**src/rtl/spi_slave_fifo.sv**
```systemverilog
`default_nettype none
// ============================================================================
// Module   : spi_slave_fifo (with helper spi_slave_fifo_buf)
// Purpose  : SPI slave with configurable word width and bit order, a
//            runtime-selectable SPI mode, and TX/RX FIFOs with handshakes.
// Revision : 1.0 - initial release
// ============================================================================

// ----------------------------------------------------------------------------
// Show-ahead synchronous FIFO. PUSH_ON_FULL_POP lets a push into a full FIFO
// succeed when a pop happens in the same cycle.
// ----------------------------------------------------------------------------
module spi_slave_fifo_buf #(
  parameter int unsigned WIDTH            = 8,
  parameter int unsigned DEPTH            = 4,
  parameter bit          PUSH_ON_FULL_POP = 1'b0
) (
  input  logic                   clk,
  input  logic                   rst_n,
  input  logic                   push_i,
  input  logic [WIDTH-1:0]       wdata_i,
  input  logic                   pop_i,
  output logic [WIDTH-1:0]       rdata_o,
  output logic                   empty_o,
  output logic                   full_o,
  output logic [$clog2(DEPTH):0] count_o
);
  localparam int unsigned PTR_W = $clog2(DEPTH);

  logic [WIDTH-1:0] mem_q [DEPTH];
  logic [PTR_W-1:0] wptr_q, rptr_q;
  logic [PTR_W:0]   count_q, count_d;
  logic             w_push_ok, w_pop_ok;

  assign empty_o   = (count_q == '0);
  assign full_o    = (count_q == (PTR_W+1)'(DEPTH));
  assign w_pop_ok  = pop_i & ~empty_o;
  assign w_push_ok = push_i & (~full_o | (PUSH_ON_FULL_POP & w_pop_ok));
  // Read data is forced to zero while empty so the output is defined
  assign rdata_o   = empty_o ? '0 : mem_q[rptr_q];
  assign count_o   = count_q;

  // Occupancy follows the accepted push/pop pair of this cycle
  always_comb begin
    count_d = count_q;
    if (w_push_ok && !w_pop_ok) begin
      count_d = count_q + (PTR_W+1)'(1);
    end else if (w_pop_ok && !w_push_ok) begin
      count_d = count_q - (PTR_W+1)'(1);
    end
  end

  // Pointer and occupancy registers
  always_ff @(posedge clk or negedge rst_n) begin
    if (!rst_n) begin
      wptr_q  <= '0;
      rptr_q  <= '0;
      count_q <= '0;
    end else begin
      if (w_push_ok) wptr_q <= wptr_q + PTR_W'(1);
      if (w_pop_ok)  rptr_q <= rptr_q + PTR_W'(1);
      count_q <= count_d;
    end
  end

  // Storage array, written without reset (contents are masked while empty)
  always_ff @(posedge clk) begin
    if (w_push_ok) mem_q[wptr_q] <= wdata_i;
  end
endmodule

// ----------------------------------------------------------------------------
// Top level SPI slave
// ----------------------------------------------------------------------------
module spi_slave_fifo #(
  parameter int unsigned       DATA_W    = 8,
  parameter int unsigned       TX_DEPTH  = 4,
  parameter int unsigned       RX_DEPTH  = 4,
  parameter bit                LSB_FIRST = 1'b1,
  parameter logic [DATA_W-1:0] TX_IDLE   = '0
) (
  input  logic                      clk,
  input  logic                      rst_n,
  input  logic                      ss_n,
  input  logic                      sclk,
  input  logic                      mosi,
  output logic                      miso,
  output logic                      miso_oe,
  input  logic                      cfg_cpol,
  input  logic                      cfg_cpha,
  input  logic [DATA_W-1:0]         tx_data,
  input  logic                      tx_valid,
  output logic                      tx_ready,
  output logic [DATA_W-1:0]         rx_data,
  output logic                      rx_valid,
  input  logic                      rx_ready,
  output logic [$clog2(TX_DEPTH):0] tx_level,
  output logic [$clog2(RX_DEPTH):0] rx_level,
  output logic                      tx_underrun,
  output logic                      rx_overrun,
  output logic                      busy
);
  localparam int unsigned      CNT_W    = $clog2(DATA_W);
  localparam logic [CNT_W-1:0] LAST_BIT = CNT_W'(DATA_W - 1);

  // [1] is the synchronised pin, [2] its previous value for edge detection
  logic [2:0]        ss_sync_q, sclk_sync_q;
  logic [1:0]        mosi_sync_q;
  logic              busy_q, cpol_q, cpha_q, first_trail_q;
  logic [CNT_W-1:0]  bit_cnt_q;
  logic [DATA_W-1:0] tx_shreg_q;
  logic [DATA_W-2:0] rx_shreg_q;
  logic              tx_underrun_q, rx_overrun_q;

  logic              w_ss_fall, w_ss_rise, w_active;
  logic              w_sclk_rise, w_sclk_fall, w_lead, w_trail;
  logic              w_sample, w_shift, w_last_bit, w_load;
  logic              w_rx_push, w_rx_pop;
  logic              w_tx_empty, w_tx_full, w_rx_empty, w_rx_full;
  logic [DATA_W-1:0] w_tx_shifted, w_rx_next, w_tx_fifo_data;
  logic [DATA_W-2:0] w_rx_keep;

  // Bit-order specific datapath: output end of TX, fill end of RX
  generate
    if (LSB_FIRST) begin : g_lsb_first
      assign w_tx_shifted = {1'b0, tx_shreg_q[DATA_W-1:1]};
      assign w_rx_next    = {mosi_sync_q[1], rx_shreg_q};
      assign w_rx_keep    = w_rx_next[DATA_W-1:1];
      assign miso         = tx_shreg_q[0];
    end else begin : g_msb_first
      assign w_tx_shifted = {tx_shreg_q[DATA_W-2:0], 1'b0};
      assign w_rx_next    = {rx_shreg_q, mosi_sync_q[1]};
      assign w_rx_keep    = w_rx_next[DATA_W-2:0];
      assign miso         = tx_shreg_q[DATA_W-1];
    end
  endgenerate

  assign w_ss_fall   = ss_sync_q[2] & ~ss_sync_q[1];
  assign w_ss_rise   = ~ss_sync_q[2] & ss_sync_q[1];
  assign w_active    = busy_q & ~ss_sync_q[1];
  assign w_sclk_rise = ~sclk_sync_q[2] & sclk_sync_q[1];
  assign w_sclk_fall = sclk_sync_q[2] & ~sclk_sync_q[1];
  assign w_lead      = cpol_q ? w_sclk_fall : w_sclk_rise;
  assign w_trail     = cpol_q ? w_sclk_rise : w_sclk_fall;
  assign w_sample    = w_active & (cpha_q ? w_trail : w_lead);
  assign w_shift     = w_active & (cpha_q ? w_lead : w_trail);
  assign w_last_bit  = (bit_cnt_q == LAST_BIT);
  // CPHA=0 preloads at frame start; the first trailing edge never reloads so
  // a master that starts from the wrong idle level cannot skip that word
  assign w_load      = (w_ss_fall & ~cfg_cpha)
                     | (w_shift & (bit_cnt_q == '0) & (cpha_q | ~first_trail_q));
  assign w_rx_push   = w_sample & w_last_bit;
  assign w_rx_pop    = rx_ready & ~w_rx_empty;

  assign miso_oe     = busy_q;
  assign busy        = busy_q;
  assign tx_ready    = ~w_tx_full;
  assign rx_valid    = ~w_rx_empty;
  assign tx_underrun = tx_underrun_q;
  assign rx_overrun  = rx_overrun_q;

  // Two-flop synchronisers plus one history flop for edge detection;
  // ss_n resets low so only a genuine high-to-low after reset opens a frame
  always_ff @(posedge clk or negedge rst_n) begin
    if (!rst_n) begin
      ss_sync_q   <= '0;
      sclk_sync_q <= '0;
      mosi_sync_q <= '0;
    end else begin
      ss_sync_q   <= {ss_sync_q[1:0], ss_n};
      sclk_sync_q <= {sclk_sync_q[1:0], sclk};
      mosi_sync_q <= {mosi_sync_q[0], mosi};
    end
  end

  // Frame tracking: mode latched at ss_n fall, busy until ss_n rise
  always_ff @(posedge clk or negedge rst_n) begin
    if (!rst_n) begin
      busy_q        <= 1'b0;
      cpol_q        <= 1'b0;
      cpha_q        <= 1'b0;
      first_trail_q <= 1'b0;
    end else if (w_ss_fall) begin
      busy_q        <= 1'b1;
      cpol_q        <= cfg_cpol;
      cpha_q        <= cfg_cpha;
      first_trail_q <= 1'b1;
    end else begin
      if (w_ss_rise)          busy_q        <= 1'b0;
      if (w_active & w_trail) first_trail_q <= 1'b0;
    end
  end

  // Bit counter advanced by sample edges, restarted at every frame start
  always_ff @(posedge clk or negedge rst_n) begin
    if (!rst_n) begin
      bit_cnt_q <= '0;
    end else if (w_ss_fall) begin
      bit_cnt_q <= '0;
    end else if (w_sample) begin
      bit_cnt_q <= w_last_bit ? '0 : bit_cnt_q + CNT_W'(1);
    end
  end

  // Shift registers: TX load takes priority over shift, RX collects samples
  always_ff @(posedge clk or negedge rst_n) begin
    if (!rst_n) begin
      tx_shreg_q <= '0;
      rx_shreg_q <= '0;
    end else begin
      if (w_load) begin
        tx_shreg_q <= w_tx_empty ? TX_IDLE : w_tx_fifo_data;
      end else if (w_shift) begin
        tx_shreg_q <= w_tx_shifted;
      end
      if (w_sample) rx_shreg_q <= w_rx_keep;
    end
  end

  // Single-cycle event flags
  always_ff @(posedge clk or negedge rst_n) begin
    if (!rst_n) begin
      tx_underrun_q <= 1'b0;
      rx_overrun_q  <= 1'b0;
    end else begin
      tx_underrun_q <= w_load & w_tx_empty;
      rx_overrun_q  <= w_rx_push & w_rx_full & ~w_rx_pop;
    end
  end

  spi_slave_fifo_buf #(
    .WIDTH            (DATA_W),
    .DEPTH            (TX_DEPTH),
    .PUSH_ON_FULL_POP (1'b0)
  ) u_tx_fifo (
    .clk     (clk),
    .rst_n   (rst_n),
    .push_i  (tx_valid),
    .wdata_i (tx_data),
    .pop_i   (w_load),
    .rdata_o (w_tx_fifo_data),
    .empty_o (w_tx_empty),
    .full_o  (w_tx_full),
    .count_o (tx_level)
  );

  spi_slave_fifo_buf #(
    .WIDTH            (DATA_W),
    .DEPTH            (RX_DEPTH),
    .PUSH_ON_FULL_POP (1'b1)
  ) u_rx_fifo (
    .clk     (clk),
    .rst_n   (rst_n),
    .push_i  (w_rx_push),
    .wdata_i (w_rx_next),
    .pop_i   (rx_ready),
    .rdata_o (rx_data),
    .empty_o (w_rx_empty),
    .full_o  (w_rx_full),
    .count_o (rx_level)
  );
endmodule
`default_nettype wire
```
**config.mk**
```make
export PLATFORM = sky130hd
export DESIGN_NAME = spi_slave_fifo
export DESIGN_NICKNAME = d
export VERILOG_FILES = /design/src/rtl/spi_slave_fifo.sv
export SDC_FILE = /design/constraint.sdc
export NUM_CORES = 1
export LEC_CHECK = 0
export BUFFER_PORTS_ARGS = -buffer_cell sky130_fd_sc_hd__buf_2
export CAP_MARGIN = 20
export CORE_MARGIN = 8
export CORE_UTILIZATION = 52
export CTS_CLUSTER_SIZE = 20
export DETAILED_ROUTE_END_ITERATION = 6
export MAX_ROUTING_LAYER = met4
export PLACE_DENSITY = 0.71
export SLEW_MARGIN = 20
export SYNTH_ARGS = -nofsm -noshare
export SYNTH_HDL_FRONTEND = slang
export SYNTH_SLANG_ARGS = --single-unit
```
**constraint.sdc**
```tcl
create_clock -name clk -period 3.1 [get_ports clk]
set_input_delay 0.155 -clock clk [delete_from_list [all_inputs] [get_ports clk]]
set_output_delay 0.155 -clock clk [all_outputs]
set_load 0.1 [all_outputs]
```
==> impl_metrics.ini <==
[layout]
post-route-util_pct = 60.06
insertedDiodeCount = 0
final_area_mm2 = 0.005186
stdcell_count = 446
syn_to_final_growth_pct = 13.31
layout-drive-gt1-share_pct = 26.04
fin_nets = 366
num-fill-cells = 685

[clock_network]
cts_tree = built
htreeDepth = 3
cts_root_buffer = clkbuf_8
clk_pin_slew_ns = 0.11
cts_made_buffers = 9
clk_latency_ns = 0.38
cts_resized = 0
postCtsHoldBufs = 13
cts_buffer_depth = 2
post_cts_buffers = 0
cts_num_sinks = 110

[logic_synthesis]
synth_top_flop_cell = edfxtp_1
synth_area_mm2 = 0.004577
synth_nets = 313
yosysUniqueCellTypes = 40
synthCells = 280
synth-seq-area-share_pct = 67.14
synth-seq-cells = 110
synth-edff-count = 64
synth-async-reset-ratio_pct = 41.82
syn_avg_cell_area_um2 = 16.35
yosysWarnings = 0

[critical_path]
r2r_slack_ns = 0.38
crit_path_max_fanout = 10
start_kind = register
crit_end = u_tx_fifo.count_o[2]
worstPathArrival_ns = 3.03
cp.required_ns = 3.41
ff2ff_path_depth = 11
end_kind = register
crit_path_top_delay_cell = dfrtp_1
cp-startpoint = ss_sync_q[1]
slowest_delay_ns = 0.41
path_cells = inv_1 > ha_1 > nand2b_1 > clkinv_1 > o211ai_1 > ha_1 > inv_1 > fa_1 > xor2_1 > nor2_1 > xor2_1
crit_type = reg2reg
worstReg2RegEnd = u_tx_fifo.count_o[2]
r2r_start = ss_sync_q[1]

[worst_hold_path]
holdCritPathClass = in2reg

[sta]
slew_violations = 0
setup_tns_ns = 0
fmax_mhz = 367.7
tightestPinTransition_ns = 0.6411
period_share_pct = 87.72
period_needed_ns = 2.719
fin_worst_skew_ns = 0.01454
hold_viol_final = 0
rsz0062_at_grt = no
setup_viol = 0
relSlewSlack_pct = 56.66

[die]
dieArea_mm2 = 0.01206
start_util_pct = 53.00
die_w_um = 109.8
fp.dieH_um = 109.8
ios = 38
row_count = 34
core-area_mm2 = 0.008636

[grt]
met2_usage_pct = 21.92
first_global_vias = 2475
grt_usage_pct = 13.81
grt_first_pass_wirelength_um = 12210
gr-total-overflow = 0
grt_util_met3_pct = 3.927
use_met1_pct = 16.47
grt_start_max_net_pins = 47
antenna_found_initial = 0
grt.busiest_layer = met2

[route]
via_per_inst = 5.318
drt_pass1_iterations = 4
drt-wirelength-per-cell_um = 16.28
drc = 0
postRouteAntennaNets = 0
drtIter0Drc = 120
totalWireLength_um = 7259
vias = 2372

[placed_design]
place_area_mm2 = 0.004865
place_congestion = 0.7337
portBuffers = 37
dp_hpwl_um = 4985
placed_cells = 417

[power]
p_leak_nw = 2.056
power.total_mw = 3.790
p_per_area_mw_per_mm2 = 730.9
peakVddDrop_uv = 582.6

[job]
max_cap_violations = 0

[outcome]
run_status = complete, no violations
## how the worst min path moves through the flow
stage / cells after the start / start / endpoint / slack, ns
finish: 2 / cfg_cpha / cpha_q / 0.03
global route: 2 / cfg_cpha / cpha_q / 0.02
CTS: 2 / cfg_cpha / cpha_q / 0.02
detailed placement: 1 / sclk / sclk_sync_q[0] / 0.26
global placement: 1 / sclk / sclk_sync_q[0] / 0.26
floorplan: 0 / rst_n / bit_cnt_q[0] / -0.14
## power breakdown
group	switching, mW	internal, mW	total (mW)
combinational	0.624	0.361	0.985
sequential	0.192	1.79	1.99
clock	0.508	0.312	0.819
total	1.32	2.47	3.79
## stage by stage
| step | setup WS, ns | hold WS (ns) |
|---|---|---|
| after floorplan | 0.09777 | -0.1406 |
| after global placement | 0.4663 | 0.2629 |
| after detailed placement | 0.4056 | 0.2647 |
| after CTS | 0.3719 | 0.01610 |
| after global routing | 0.09655 | 0.01933 |
| final | 0.3806 | 0.02956 |
## layout make-up
| type | instances | area [µm²] | area share, % |
|---|---|---|---|
| inverter | 13 | 48.80 | 0.9409 |
| tap | 108 | 135.1 | 2.606 |
| timing repair buffer | 51 | 325.3 | 6.273 |
| clock inverter | 7 | 65.06 | 1.255 |
| multi-input combinational | 148 | 1415 | 27.29 |
| clock buffer | 9 | 123.9 | 2.388 |
| sequential | 110 | 3073 | 59.25 |
## critical path: cells and delay by family, from the launching register on
family / cells / cell delay [ns]
adder cells (fa/ha/maj): 3 / 0.91
XOR/XNOR: 2 / 0.30
buffers and inverters: 3 / 0.39
AND/OR/NAND/NOR: 2 / 0.28
AO/OA/AOI/OAI: 1 / 0.36
flip-flops: 1 / 0.41
## cell usage after synthesis (2+ instances only)
master | count | area share [%]
nor2_1 | 4 | 0.33
a31oi_1 | 6 | 0.82
mux2_4 | 4 | 1.3
buf_2 | 4 | 0.44
inv_1 | 11 | 0.90
nor3_1 | 7 | 0.77
clkbuf_1 | 4 | 0.33
and3_1 | 6 | 0.82
nand2b_1 | 5 | 0.68
o2111ai_1 | 2 | 0.38
o211ai_1 | 2 | 0.33
and2_1 | 13 | 1.8
o21ai_0 | 5 | 0.55
dfrtp_1 | 46 | 25
nand3_1 | 8 | 0.87
edfxtp_1 | 64 | 42
nor2b_1 | 2 | 0.27
mux2_2 | 12 | 3.0
nand2_1 | 10 | 0.82
xnor2_1 | 9 | 1.7
clkinv_1 | 2 | 0.16
nor4bb_1 | 2 | 0.44
mux4_2 | 16 | 7.9
a21oi_1 | 3 | 0.33
fa_1 | 2 | 0.87
ha_1 | 14 | 3.8
xor2_1 | 4 | 0.77
## logic make-up (layout without fill, tap and decap cells)
family	after synthesis	after routing	share of synthesized area, %
AOI/OAI and AO/OA	22	22	3.007
xor gates and xnor gates	13	13	2.488
adders and majority gates	16	16	4.702
buffers and inverters	22	80	1.996
DFF	110	110	67.14
muxes	33	33	12.36
and+or+nand+nor	64	64	8.311
## placed cells by master, fill, tap and decap left out, drive strengths merged, types with 2 or more instances in the layout
master | netlist | final
nand3 | 8 | 8
xnor2 | 9 | 9
nand2 | 10 | 10
nand2b | 5 | 5
a21oi | 3 | 3
and2 | 13 | 13
nor2 | 4 | 4
xor2 | 4 | 4
nor3 | 7 | 7
fa | 2 | 2
inv | 11 | 15
dlygate4sd3 | 0 | 13
mux2 | 16 | 16
mux4 | 16 | 16
nor2b | 2 | 2
a31oi | 6 | 6
clkbuf | 4 | 9
dfrtp | 46 | 46
ha | 14 | 14
buf | 5 | 38
and3 | 6 | 6
o2111ai | 2 | 2
o21ai | 6 | 6
nor4b | 2 | 2
nor4bb | 2 | 2
edfxtp | 64 | 64
o211ai | 2 | 2
clkinv | 2 | 4
## per-layer routing
metal | wire [µm] | vias to the layer above
li1 | - | 1142
met4 | 116 | 0
met3 | 321 | 10
met2 | 3609 | 52
met5 | 0 | -
met1 | 3211 | 1168
## flip-flops by register name (all words and copies together), names as in the netlist, 7 cells and up
register         count
rx_shreg_q           7
tx_shreg_q           8
u_rx_fifo.mem_q     32
u_tx_fifo.mem_q     32
No activity file was read; power rests on OpenSTA's default activity.
